==> src/rtl/contador_pkg.sv <==
// Shared constants for the up/down modulo counter family.
package contador_pkg;

    // Direction encoding on the Up input
    localparam logic UP   = 1'b1;
    localparam logic DOWN = 1'b0;

    // Boundary mode encoding on the Sat input
    localparam logic WRAP = 1'b0;
    localparam logic SAT  = 1'b1;

endpackage : contador_pkg

==> src/rtl/contador_prescaler.sv <==
// Enable prescaler: emits one step per PRESCALE enabled falling edges.
module contador_prescaler #(
    parameter int unsigned PRESCALE = 1
) (
    input  logic NEclk,
    input  logic Nreset,
    input  logic Enable,
    input  logic Clear,
    output logic step
);

    localparam int unsigned PW = (PRESCALE > 1) ? $clog2(PRESCALE) : 1;
    localparam logic [PW-1:0] LAST = PW'(PRESCALE - 1);

    logic [PW-1:0] presc;
    logic [PW-1:0] presc_d;
    logic          at_last;

    assign at_last = (presc == LAST);
    assign step    = Enable & at_last;

    // Next prescaler value: clear wins, otherwise advance on enabled edges
    always_comb begin
        presc_d = presc;
        if (!Nreset || Clear) begin
            presc_d = '0;
        end else if (Enable) begin
            presc_d = at_last ? '0 : presc + PW'(1);
        end
    end

    // Prescaler register, falling-edge clocked
    always_ff @(negedge NEclk) begin
        presc <= presc_d;
    end

endmodule : contador_prescaler

==> src/rtl/contador_updown_mod.sv <==
// Up/down modulo-N counter with prescaler, load, wrap/saturate mode, cascade tc and sticky ovf.
module contador_updown_mod
    import contador_pkg::*;
#(
    parameter int unsigned BITS     = 4,
    parameter int unsigned MODULO   = 10,
    parameter int unsigned PRESCALE = 1
) (
    input  logic            NEclk,
    input  logic            Nreset,
    input  logic            Enable,
    input  logic            Up,
    input  logic            Sat,
    input  logic            Load,
    input  logic [BITS-1:0] LoadVal,
    input  logic            ClearOvf,
    output logic [BITS-1:0] count,
    output logic            tc,
    output logic            wrap,
    output logic            ovf
);

    localparam logic [BITS-1:0] MAX_CNT = BITS'(MODULO - 1);

    // Reject illegal parameter combinations at elaboration
    if ((MODULO < 2) || (64'(MODULO) > (64'd1 << BITS)) || (PRESCALE < 1)) begin : g_param_check
        $fatal(1, "contador_updown_mod: illegal MODULO/PRESCALE");
    end

    logic            step;
    logic            at_bnd;
    logic            bnd_step;
    logic [BITS-1:0] count_d;
    logic            wrap_d;
    logic            ovf_d;

    contador_prescaler #(
        .PRESCALE (PRESCALE)
    ) u_prescaler (
        .NEclk  (NEclk),
        .Nreset (Nreset),
        .Enable (Enable),
        .Clear  (Load),
        .step   (step)
    );

    // Boundary depends only on current direction; a boundary step sets ovf
    assign at_bnd   = (Up == UP) ? (count == MAX_CNT) : (count == '0);
    assign bnd_step = step & at_bnd & ~Load;
    assign tc       = bnd_step & Nreset;

    // Next count / wrap / ovf: reset > load > counting, ovf clear independent
    always_comb begin
        count_d = count;
        wrap_d  = 1'b0;
        ovf_d   = ovf;

        if (bnd_step) begin
            ovf_d = 1'b1;
        end else if (ClearOvf) begin
            ovf_d = 1'b0;
        end

        if (!Nreset) begin
            count_d = '0;
            ovf_d   = 1'b0;
        end else if (Load) begin
            count_d = (LoadVal > MAX_CNT) ? MAX_CNT : LoadVal;
        end else if (step) begin
            if (at_bnd) begin
                if (Sat == WRAP) begin
                    count_d = (Up == UP) ? '0 : MAX_CNT;
                    wrap_d  = 1'b1;
                end
            end else begin
                count_d = (Up == UP) ? count + BITS'(1) : count - BITS'(1);
            end
        end
    end

    // State registers, falling-edge clocked
    always_ff @(negedge NEclk) begin
        count <= count_d;
        wrap  <= wrap_d;
        ovf   <= ovf_d;
    end

endmodule : contador_updown_mod

==> config.mk <==
export PLATFORM = sky130hd
export DESIGN_NAME = contador_updown_mod
export DESIGN_NICKNAME = d
export VERILOG_FILES = /design/src/rtl/contador_pkg.sv /design/src/rtl/contador_prescaler.sv /design/src/rtl/contador_updown_mod.sv
export SDC_FILE = /design/constraint.sdc
export NUM_CORES = 1
export LEC_CHECK = 0
export CELL_PAD_IN_SITES_DETAIL_PLACEMENT = 1
export CELL_PAD_IN_SITES_GLOBAL_PLACEMENT = 1
export CORE_MARGIN = 2
export CORE_UTILIZATION = 29
export DETAILED_ROUTE_END_ITERATION = 16
export HOLD_SLACK_MARGIN = 0.06
export PLACE_DENSITY = 0.84
export SYNTH_ARGS = -nofsm -noshare
export SYNTH_HDL_FRONTEND = slang
export SYNTH_SLANG_ARGS = --single-unit
==> constraint.sdc <==
create_clock -name NEclk -period 2.6 [get_ports NEclk]
set_input_delay 0.78 -clock NEclk [delete_from_list [all_inputs] [get_ports NEclk]]
set_output_delay 0.78 -clock NEclk [all_outputs]
set_load 0.02 [all_outputs]
==> results_dict.tcl <==
set metrics [dict create \
    pwr_density_cell_nw_per_um2 451.7 \
    placed_area_um2 774.5 \
    ys_async_sr_fraction_pct 0 \
    via_per_inst 5.520 \
    start_util_pct 30.50 \
    cap_violations 0 \
    ys_ff_latch 6 \
    synth-edff-count 0 \
    critPathMaxFanout 2 \
    slowest_stage "or3_4" \
    wl_per_cell_um 23.77 \
    worstPathRequired_ns 1.82 \
    worst_clock_skew_ns 0.05028 \
    worstMarginPinSlew_ns 0.3653 \
    cts_made_buffers 3 \
    slowest_delay_ns 0.36 \
    area_delta_synth_final_pct 140.8 \
    ir_worst_vdd_mv 0.3598 \
    final.setup.tns_ns -6.712 \
    yosysWarnings 0 \
    worstPathArrival_ns 3.01 \
    synth-main-ff-cell "dfxtp_1" \
    top_usage_layer "met2" \
    antenna_found_initial 0 \
    hold_buffers 0 \
    gp_congestion 0.8634 \
    startpoint_type "register" \
    p_leak_uw 0.0004975 \
    yosysSeqAreaShare_pct 26.45 \
    hold_path.class "register to register" \
    ant_nets 0 \
    reg2reg_depth 8 \
    use_met1_pct 26.97 \
    cts_tree "built" \
    drv_slew 0 \
    synthCells 53 \
    violations "setup timing" \
    rsz0062_at_grt "true" \
    globalRouteMet2Util_pct 38.24 \
    clk_pin_slew_ns 0.09 \
    criticalPathCategory "register to output pin" \
    grt-ovfl-total 0 \
    synth_nets 67 \
    layout-drive-gt1-share_pct 63.55 \
    fin_nets 123 \
    die-height_um 43.58 \
    drcViolationCount 0 \
    finalHoldWorstSlack_ns 0.6433 \
    fp-row-count 14 \
    synth_area_um2 454.2 \
    grt_pass1_vias 688 \
    core_area_um2 1489 \
    dr.pass1.iters 4 \
    setup_viol 13 \
    port-buffer-count 17 \
    diodes 0 \
    htree_levels 1 \
    post-route-cell-area_um2 1094 \
    setup_slack_ns -1.187 \
    synth_top_area_cell "dfxtp_1" \
    cp-end-kind "output pin" \
    grt_pass1_wl_mm 3.160 \
    hold_path_depth 3 \
    total_power_uw 494.0 \
    clock_sinks 6 \
    ys_top_cells_by_area "dfxtp_1 (26%), ha_1 (5.5%), inv_1 (5.0%)" \
    die-area_um2 1899 \
    clk_latency_ns 0.37 \
    hold_viol_final 0 \
    avgSynthCellArea_um2 8.570 \
    synth.distinct_cells 28 \
    clock_path_buffers 2 \
    grt_use_met3_pct 6.667 \
    outcome "finished, violations left" \
    num_vias 679 \
    place_hpwl_mm 1.300 \
    crit_path_cell_trace "or3_4 > a211oi_4 > nand4b_1 > inv_2 > buf_6" \
    synth_top_area_share_pct 26.45 \
    grt_use_total_pct 23.10 \
    grt_max_degree 10 \
    cts_root_buffer "clkbuf_4" \
    ios 18 \
    routed_wl_mm 2.924 \
    relSlewSlack_pct 75.56 \
    die_w_um 43.58 \
    drtIter0Drc 29 \
]
[power by group]
part	total (µW)	switching, µW	internal, µW
clock	159	93.2	66.3
sequential	105	5.99	99.1
combinational	229	103	127
[worst max-delay path: cells and delay by family, from the launching register on]
family | cells | cell delay, ns
buffers and inverters | 2 | 0.21
AND/OR/NAND/NOR | 2 | 0.55
AO/OA/AOI/OAI | 1 | 0.24
flip-flops | 1 | 0.34
[flip-flops by register name, indices dropped and copies added (netlist names)]
register / flops
count: 4
ovf: 1
wrap: 1
[layout make-up]
type / instances / area (µm²)
Timing Repair Buffer: 47 / 455.4
Multi-Input combinational cell: 40 / 421.7
Fill cell: 142 / 395.4
Sequential cell: 6 / 130.1
Clock buffer: 3 / 22.52
Clock inverter: 6 / 22.52
Inverter: 5 / 21.27
Tap cell: 16 / 20.02
[cells in the final DEF (no fill, tap or decap), types with 2 or more instances in the layout]
master            n
a21oi_4           2
buf_4            19
buf_6            19
clkbuf_4          3
clkdlybuf4s50_1   7
dfxtp_2           5
inv_1             9
nand2_1           4
nand3_2           3
nand3b_1          2
o21ai_0           2
o311a_1           2
[kinds of logic after synthesis]
logic type / after synthesis / share of synthesized area [%]
compound gates: 16 / 26.72
xor+xnor: 2 / 3.857
fa+ha+maj: 3 / 9.917
buf+inv: 7 / 5.784
flops: 6 / 26.45
simple gates: 19 / 27.27
[worst paths after layout]
check,startpoint,endpoint,slack (ns)
worst min register to register,ovf,ovf,0.64
worst min-delay path,ovf,ovf,0.64
worst max-delay path,count[3],tc,-1.19
worst max register to register,count[3],count[3],0.71
[timing repair]
| action | CTS | global route |
|---|---|---|
| endpoints found under the setup margin | 13 | 13 |
| gates resized for setup | 70 | 18 |
| endpoints found under the hold margin | 0 | 0 |
| pin swaps | 11 | 11 |
| buffers inserted | 7 | 10 |
[per-layer routing]
layer  share of wire [%]  vias up
li1                    -      309
met1                  40      333
met2                  55       30
met3                 3.5        7
met4                 1.8        0
met5                   0        -
[stage by stage]
stage,instances,setup slack [ns],util [%]
floorplan,53,-0.7713,-
global placement,100,-1.236,52.02
detailed placement,100,-1.299,52.02
CTS,115,-1.110,63.28
global route,123,-1.213,73.45
finish,123,-1.187,73.45
[synthesized netlist by cell type (all sizes together), types with 2 or more instances]
| cell | count |
|---|---|
| nand3 | 3 |
| o311a | 2 |
| ha | 2 |
| o21ai | 4 |
| nand2 | 4 |
| inv | 6 |
| dfxtp | 6 |
| a211oi | 2 |
| nand3b | 2 |
| a21oi | 3 |
| nor3b | 3 |
| or3 | 2 |
No activity file was read; power rests on OpenSTA's default activity.
